$ cat src/rtl/rr_arbiter8_pkg.sv
// rr_arbiter8_pkg: shared constants and FSM encoding for the 8-way round-robin arbiter.
package rr_arbiter8_pkg;
    localparam int NREQ   = 8;
    localparam int CODE_W = 3;
    typedef enum logic {IDLE = 1'b0, BUSY = 1'b1} state_e;
endpackage

$ cat src/rtl/rr_arbiter8_enc8x3_onehot.sv
// enc8x3_onehot: combinational one-hot to binary encoder, 8 inputs to 3-bit code.
module enc8x3_onehot
    import rr_arbiter8_pkg::*;
(
    input  logic [NREQ-1:0]   onehot_i,
    output logic [CODE_W-1:0] code_o
);
    always_comb begin
        code_o = '0;
        for (int i = 0; i < NREQ; i++) code_o |= onehot_i[i] ? CODE_W'(i) : '0;
    end
endmodule

$ cat src/rtl/rr_arbiter8.sv
// rr_arbiter8: round-robin arbiter over 8 requesters with registered one-hot/binary grant
// and a hold-time limit that preempts an owner while others wait.
module rr_arbiter8
    import rr_arbiter8_pkg::*;
#(
    parameter int MAX_HOLD = 16,
    parameter int HOLD_W   = 5
) (
    input  logic              clk,
    input  logic              rst,
    input  logic [NREQ-1:0]   req,
    output logic [NREQ-1:0]   grant,
    output logic [CODE_W-1:0] grant_code,
    output logic              grant_valid,
    output logic              timeout
);
    localparam logic [HOLD_W-1:0] HOLD_LAST = HOLD_W'(MAX_HOLD - 1);

    state_e              state_q, state_d;
    logic [NREQ-1:0]     grant_q, grant_d;
    logic [CODE_W-1:0]   code_q, code_d, ptr_q, ptr_d;
    logic [HOLD_W-1:0]   hold_q, hold_d;
    logic                valid_q, timeout_q, timeout_d;
    logic [CODE_W:0]     pick_idle, pick_next;
    logic                limit_hit;

    // {hit, index} of the first set bit of r searching start, start+1, ... mod NREQ
    function automatic logic [CODE_W:0] pick(input logic [NREQ-1:0] r, input logic [CODE_W-1:0] start);
        logic [CODE_W-1:0] idx;
        pick = '0;
        for (int i = NREQ - 1; i >= 0; i--) begin
            idx = start + CODE_W'(i);
            if (r[idx]) pick = {1'b1, idx};
        end
    endfunction

    assign pick_idle = pick(req, ptr_q);
    assign pick_next = pick(req & ~grant_q, code_q + 1'b1);
    assign limit_hit = (MAX_HOLD != 0) && (hold_q == HOLD_LAST);

    always_ff @(posedge clk or posedge rst) begin
        if (rst) begin
            state_q   <= IDLE;
            grant_q   <= '0;
            code_q    <= '0;
            valid_q   <= 1'b0;
            timeout_q <= 1'b0;
            ptr_q     <= '0;
            hold_q    <= '0;
        end else begin
            state_q   <= state_d;
            grant_q   <= grant_d;
            code_q    <= code_d;
            valid_q   <= |grant_d;
            timeout_q <= timeout_d;
            ptr_q     <= ptr_d;
            hold_q    <= hold_d;
        end
    end

    always_comb begin
        state_d   = state_q;
        grant_d   = grant_q;
        ptr_d     = ptr_q;
        hold_d    = hold_q;
        timeout_d = 1'b0;
        if (state_q == IDLE) begin
            if (pick_idle[CODE_W]) begin
                state_d = BUSY;
                grant_d = NREQ'(1) << pick_idle[CODE_W-1:0];
                ptr_d   = pick_idle[CODE_W-1:0] + 1'b1;
                hold_d  = '0;
            end
        end else if (!req[code_q]) begin
            hold_d  = '0;
            state_d = pick_next[CODE_W] ? BUSY : IDLE;
            grant_d = pick_next[CODE_W] ? NREQ'(1) << pick_next[CODE_W-1:0] : '0;
            ptr_d   = pick_next[CODE_W] ? pick_next[CODE_W-1:0] + 1'b1 : ptr_q;
        end else if (limit_hit) begin
            // a lone owner keeps the grant and simply restarts its hold window
            hold_d    = '0;
            timeout_d = pick_next[CODE_W];
            grant_d   = pick_next[CODE_W] ? NREQ'(1) << pick_next[CODE_W-1:0] : grant_q;
            ptr_d     = pick_next[CODE_W] ? pick_next[CODE_W-1:0] + 1'b1 : ptr_q;
        end else begin
            hold_d = &hold_q ? hold_q : hold_q + 1'b1;
        end
    end

    enc8x3_onehot u_enc (
        .onehot_i (grant_d),
        .code_o   (code_d)
    );

    always_comb begin
        grant       = grant_q;
        grant_code  = code_q;
        grant_valid = valid_q;
        timeout     = timeout_q;
    end
endmodule

$ cat config.mk
export PLATFORM = sky130hd
export DESIGN_NAME = rr_arbiter8
export DESIGN_NICKNAME = d
export VERILOG_FILES = /design/src/rtl/rr_arbiter8_pkg.sv /design/src/rtl/rr_arbiter8_enc8x3_onehot.sv /design/src/rtl/rr_arbiter8.sv
export SDC_FILE = /design/constraint.sdc
export NUM_CORES = 1
export LEC_CHECK = 0
export CORE_MARGIN = 2
export CORE_UTILIZATION = 61
export DETAILED_ROUTE_END_ITERATION = 10
export PLACE_DENSITY = 0.85
export SLEW_MARGIN = 20
export SYNTH_ARGS = -nofsm -noshare
export SYNTH_HDL_FRONTEND = slang
export SYNTH_SLANG_ARGS = --single-unit
$ cat constraint.sdc
create_clock -name clk -period 4.4 [get_ports clk]
set_input_delay 0.88 -clock clk [delete_from_list [all_inputs] [get_ports clk]]
set_output_delay 0.88 -clock clk [all_outputs]
set_load 0.005 [all_outputs]
# After elaboration in Yosys (flattened, before gate mapping)
# Cells that the tools add are included.
# Widths: inputs -> output; s select.
[op_classes]
n_shift = 2
mul = 0
bitwise = 8
reduce_logical = 5
mux = 80
eq_ne = 3
div = 0
order_cmp = 17
addsub = 18
[ops]
columns = ["op", "count"]
rows = [
  ["$lt 3x4->1 const B", 17],
  ["$mux 4", 16],
  ["$bmux 1 s3", 17],
  ["$mux 8", 6],
  ["$mux 3", 9],
  ["$mux 1", 25],
  ["$mux 5", 5],
  ["$add 3x3->3 const B", 8],
  ["$or 3x3->3", 6],
  ["$shl 1x3->8 const A", 2],
  ["$add 3x1->3 const B", 5],
  ["$add 3x2->3 const B", 4],
  ["$and 8x8->8", 1],
  ["$not 8->8", 1],
  ["$reduce_or 8->1", 1],
  ["$add 5x1->5 const B", 1],
  ["$eq 5x4->1 const B", 1],
  ["$reduce_and 5->1", 1],
  ["$mux 2", 2],
  ["$ne 4x4->1 const B", 1],
  ["$reduce_and 2->1", 2],
  ["$ne 3x3->1 const B", 1],
  ["$reduce_bool 2->1", 1],
]
[totals]
romBits = 0
latchBits = 0
memories = 0
in_bits = 10
wordCells = 140
ramBits = 0
output_inout_bits = 13
register_bits = 22

# Depth between registers and ports, before layout
[logic_depth]
depth_word = 24
depth_mapped = 15
depth_no_buf = 13

# By module
# Synthesis repeated with hierarchy kept, for this count alone.
[unflattened]
cells_unflattened = 373
area_unflattened_um2 = 3362.0
[by_module_without_submodules]
columns = ["mod", "cells_per_inst", "seq_area_each_um2", "area_each_um2", "instances"]
rows = [
  ["rr_arbiter8", 370, 550.5, 3339.5, 1],
  ["enc8x3_onehot", 3, 0.0, 22.5, 1],
]

# Worst setup path after synthesis
# No wires, ideal clock.
[synth_timing]
path_type = "reg-to-reg"
start = "register ptr_q[1]"
end = "register valid_q, in the netlist grant_valid"
setup_ns = 0.144
path_slack_ns = 0.667
required_time_ns = 4.256
path_stages_with_launch = 15
path_buffers = 2
synth_period_minus_slack_ns = 3.733
arrival_ns = 3.589
path_cell_list = "dfrtp_1 inv_1 clkbuf_1 ha_1 buf_4 mux2_2 nor3_1 a211oi_1 or4b_2 a21oi_1 nor4b_2 and3b_1 a221o_1 and4bb_1 nand4_1"
[synth_between]
elab_chain_len = 15
word_cells_on_any_way = 35
cone_classes = "7 x add/sub; 1 x shift; 26 x mux; 1 x reduce/logical"
[synth_lines]
columns = ["item", "line_no", "text"]
rows = [
  ["start: declaration", "rr_arbiter8.sv:21", "logic [CODE_W-1:0] code_q, code_d, ptr_q, ptr_d;"],
  ["start signal: assignment", "rr_arbiter8.sv:56", "ptr_q <= ptr_d;"],
  ["$add 3x3->3", "rr_arbiter8.sv:32", "idx = start + CODE_W'(i);"],
  ["$bmux 1 s3", "rr_arbiter8.sv:33", "if (r[idx]) pick = {1'b1, idx};"],
  ["$mux 1 (implied by the code)", "rr_arbiter8.sv:33", ""],
  ["$mux 4 (7 in a row)", "rr_arbiter8.sv:33", ""],
  ["$mux 4 *", "rr_arbiter8.sv:33", ""],
  ["$shl 1x3->8", "rr_arbiter8.sv:70", "grant_d = NREQ'(1) << pick_idle[CODE_W-1:0];"],
  ["$mux 8 *", "rr_arbiter8.sv:68", "if (pick_idle[CODE_W]) begin"],
  ["$mux 8 *", "rr_arbiter8.sv:67", "if (state_q == IDLE) begin"],
  ["via grant_d[4]", "rr_arbiter8.sv:20", "logic [NREQ-1:0] grant_q, grant_d;"],
  ["$reduce_or 8->1 *", "rr_arbiter8.sv:54", "valid_q <= |grant_d;"],
  ["end signal: assignment", "rr_arbiter8.sv:54", ""],
  ["end: declaration", "rr_arbiter8.sv:23", "logic valid_q, timeout_q, timeout_d;"],
]
# Mark *: on every way through the listed nets, which the timed path passes. The rest lies on a longest branch. The select of a mux whose other input is x is not followed.
# A chain may end at the register's enable or synchronous reset.

# Final worst setup path
[layout_timing]
start = "input req[0]"
end = "register valid_q, in the netlist grant_valid"
[layout_between]
elab_chain_len = 17
word_cells_on_any_way = 60
cone_classes = "2 x shift; 56 x mux; 1 x bitwise; 1 x reduce/logical"
[layout_lines]
columns = ["item", "line_no", "text"]
rows = [
  ["start: declaration", "rr_arbiter8.sv:11", "input logic [NREQ-1:0] req,"],
  ["$and 8x8->8", "rr_arbiter8.sv:38", "assign pick_next = pick(req & ~grant_q, code_q + 1'b1);"],
  ["$bmux 1 s3", "rr_arbiter8.sv:33", ""],
  ["$mux 1 (implied by the code)", "rr_arbiter8.sv:33", ""],
  ["$mux 4 (8 in a row)", "rr_arbiter8.sv:33", ""],
  ["$shl 1x3->8", "rr_arbiter8.sv:77, rr_arbiter8.sv:83", ""],
  ["$mux 8", "rr_arbiter8.sv:83", "grant_d = pick_next[CODE_W] ? NREQ'(1) << pick_next[CODE_W-1:0] : grant_q;"],
  ["$mux 8", "rr_arbiter8.sv:79", "end else if (limit_hit) begin"],
  ["$mux 8", "rr_arbiter8.sv:74", "end else if (!req[code_q]) begin"],
  ["$mux 8 *", "rr_arbiter8.sv:67", ""],
  ["via grant_d[4]", "rr_arbiter8.sv:20", ""],
  ["$reduce_or 8->1 *", "rr_arbiter8.sv:54", ""],
]
# Marked as above.

==> flow_summary.ini <==
[cells_and_area]
num-fill-cells = 418
antennaDiodeCount = 0
final_util_pct = 71.53
syn2layout_area_growth_pct = 13.84
drive_above_1_share_pct = 17.08
nets = 421
multiInputGateArea_mm2 = 0.002511
final_common_cell = nand2_1
seqCellArea_um2 = 550.5
layout_common_cells = 34 x nand2_1, 29 x nor2_1, 24 x buf_4, 23 x mux2i_1

[sta]
timing_hold_violations_final = 0
fin_crit_ps = 4181
final_max_slew_viol_count = 0
finalSetupViolations = 0
tns_ps = 0
period_share_pct = 95.03
worst_pin_slew_ps = 840.3
rsz0062_at_grt = false
slew_headroom_pct = 43.92
fmax_mhz = 239.2
skew_ps = 5.044

[setup_path]
required_ps = 4530
reg2regPathDepth = 11
worst_path_dominant_cell_family = compound AO/OA/AOI/OAI gates
crit_type = input port to flip-flop
r2r_slack_ps = 400
cp-start-kind = input port
slowest_stage = clkdlybuf4s50_1
rr_startpoint = grant_code[0]
max_stage_delay_ps = 620
endpoint_kind = flip-flop
crit_chain = clkdlybuf4s50_1, nor2b_1, mux4_2, mux2i_1, a31oi_1, o311a_1, o22ai_2, nor3_1, a221o_1, and4bb_1, nand4_1
arrival_ps = 4310
worstReg2RegEnd = grant_valid
crit_buf_inv = 1
critPathMaxFanout = 12

[synthesis]
synth-simple-area-share_pct = 25.46
ys.flop_type = dfrtp_1
yosysTopAreaCellShare_pct = 17.15
synth_xor_xnor_area_share_pct = 3.275
yosysTopAreaCell = dfrtp_1
syn_nets = 390
ys_seq_area_share_pct = 17.15
synth_area_per_cell_um2 = 8.581
synth_fa_ha_area_share_pct = 2.339
synth_top_family_by_area = simple AND/OR/NAND/NOR gates
async_flop_share_pct = 100.0
synth_area_mm2 = 0.003209
synthTopCellsByArea = dfrtp_1 17%, mux4_2 15%, mux2i_1 7.2%, nand2_1 4.0%, nor2_1 3.4%
synth_compound_area_share_pct = 22.34
ys_ff_latch = 22
ys_warn_count = 0
synth_cell_types = 74
muxShareOfSynthArea_pct = 24.83
synthCells = 374
synth_edf_count = 0

[die]
start_util_pct = 62.84
die_x_um = 76.54
fp.dieH_um = 76.54
rows = 26
fp.coreArea_mm2 = 0.005107
io_pins = 23
die-area_mm2 = 0.005858

[placed_design]
portBuffers = 22
place.gp.congestion = 1.145
detailed_place_hpwl_mm = 6.910

[cts]
holdBufCountCts = 0
clk_pin_slew_ps = 80
clkSinkCount = 22
cts-htree-levels = 1
postCtsSetupBuffers = 0
cts_root_buffer = clkbuf_8
cts_tree = yes
clkLatencyLatePin_ps = 260
cts_buffer_depth = 2
numCtsBuffers = 3
cts-resized-gates = 0

[routing]
final_antenna_net_count = 0
drt_wl_total_mm = 9.103
drt_iter0_markers = 450
drt-pass1-iter-count = 5
post-route-drc-count = 0
viasPerCell = 6.979
vias = 3308
wl_per_cell_um = 19.20

[hold_path]
hold_depth = 1
hold_path.startpoint = hold_q[0]
worstHoldPathType = flip-flop to flip-flop
min_to = hold_q[0]

[global_routing]
grt_max_degree = 23
overflow = 0
grt_usage_pct = 32.50
grt_pass1_wl_mm = 15.63
grt_pass1_vias = 3241
antenna_found_initial = 0

[run_status]
status = finished clean

[job]
maxCapViolCount = 0
[registers in the layout, summed over array words and instances, names as in the netlist]
| name | count |
|---|---|
| state_q | 1 |
| grant | 8 |
| hold_q | 5 |
| grant_code | 3 |
| timeout | 1 |
| ptr_q | 3 |
| grant_valid | 1 |
[synthesized netlist by cell type, types with 2 or more instances]
| library cell | count |
|---|---|
| nand2_1 | 34 |
| nor2_1 | 29 |
| mux2i_1 | 23 |
| dfrtp_1 | 22 |
| mux4_2 | 22 |
| o21ai_0 | 16 |
| a21oi_1 | 15 |
| nand3_1 | 15 |
| nor2b_1 | 12 |
| nor3_1 | 12 |
| inv_1 | 11 |
| nand2b_1 | 10 |
| clkbuf_1 | 9 |
| a22oi_1 | 8 |
| a31oi_1 | 7 |
| and3_1 | 7 |
| buf_2 | 7 |
| ha_1 | 6 |
| a211oi_1 | 5 |
| a21o_1 | 5 |
| mux2_2 | 5 |
| nand4_1 | 5 |
| xnor2_1 | 5 |
| or3_1 | 4 |
| a211o_1 | 3 |
| a21boi_0 | 3 |
| a32o_1 | 3 |
| a32oi_1 | 3 |
| and2_1 | 3 |
| nand3b_1 | 3 |
| nor3b_1 | 3 |
| o221ai_1 | 3 |
| o31a_1 | 3 |
| o32ai_1 | 3 |
| a2111oi_0 | 2 |
| a22o_1 | 2 |
| and2_0 | 2 |
| and3b_1 | 2 |
| buf_4 | 2 |
| o211ai_1 | 2 |
| o21a_1 | 2 |
| or2_1 | 2 |
| or2_2 | 2 |
| xor2_1 | 2 |
[worst max path at each step]
stage,cells after the start,slack (ps),from,endpoint
6_report,11,220,req[0],grant_valid
5_1_grt,11,80,req[0],grant_valid
4_1_cts,12,300,req[0],grant_valid
3_5_place_dp,12,10,req[0],grant_valid
3_3_place_gp,12,200,req[0],grant_valid
2_1_floorplan,14,670,ptr_q[1],grant_valid
[logic make-up after synthesis]
logic type / Yosys count
XOR/XNOR: 9
AO/OA/AOI/OAI: 99
flip-flops: 22
AND/OR/NAND/NOR: 154
adder cells (fa/ha/maj): 6
buffers and inverters: 33
multiplexers: 51
[routing by layer]
metal / vias up / global-route usage, % / routed length (um)
met5: - / 0 / 0
met4: 0 / 8.182 / 157
met3: 22 / 5.569 / 875
li1: 1510 / - / -
met1: 1564 / 45.16 / 3749
met2: 212 / 52.92 / 4320
[final cells by class]
class | count | area share, %
multi-input cells | 319 | 68.73
flip-flops and latches | 22 | 15.07
repair buffers | 46 | 10.96
well taps | 70 | 2.397
clock buffers | 4 | 1.507
inverters | 13 | 1.336
[stage by stage]
stage / worst slack (ps) / hold WS, ps / instances / area [um^2]
global placement: 203.9 / 494.4 / 470 / 3598
detailed placement: 14.55 / 512.7 / 470 / 3598
floorplan: 666.9 / 478.1 / 374 / 3209
global route: 84.67 / 555.3 / 474 / 3654
finish: 218.7 / 517.4 / 474 / 3654
CTS: 298.4 / 523.4 / 474 / 3654
[worst register-to-register path, cell delays in order, from the launching register on]
cell and delay [ps]:
dfrtp_1 480, ha_1 360, xnor2_1 640, xnor2_1 320, mux2i_1 370, a31oi_1 140, o311a_1 320, o22ai_2 330
nor3_1 140, a221o_1 390, and4bb_1 270, nand4_1 100
Power is left out: the tool's default activity adds up to more than one toggle a clock period on the data nets, which glitch-free logic cannot reach.
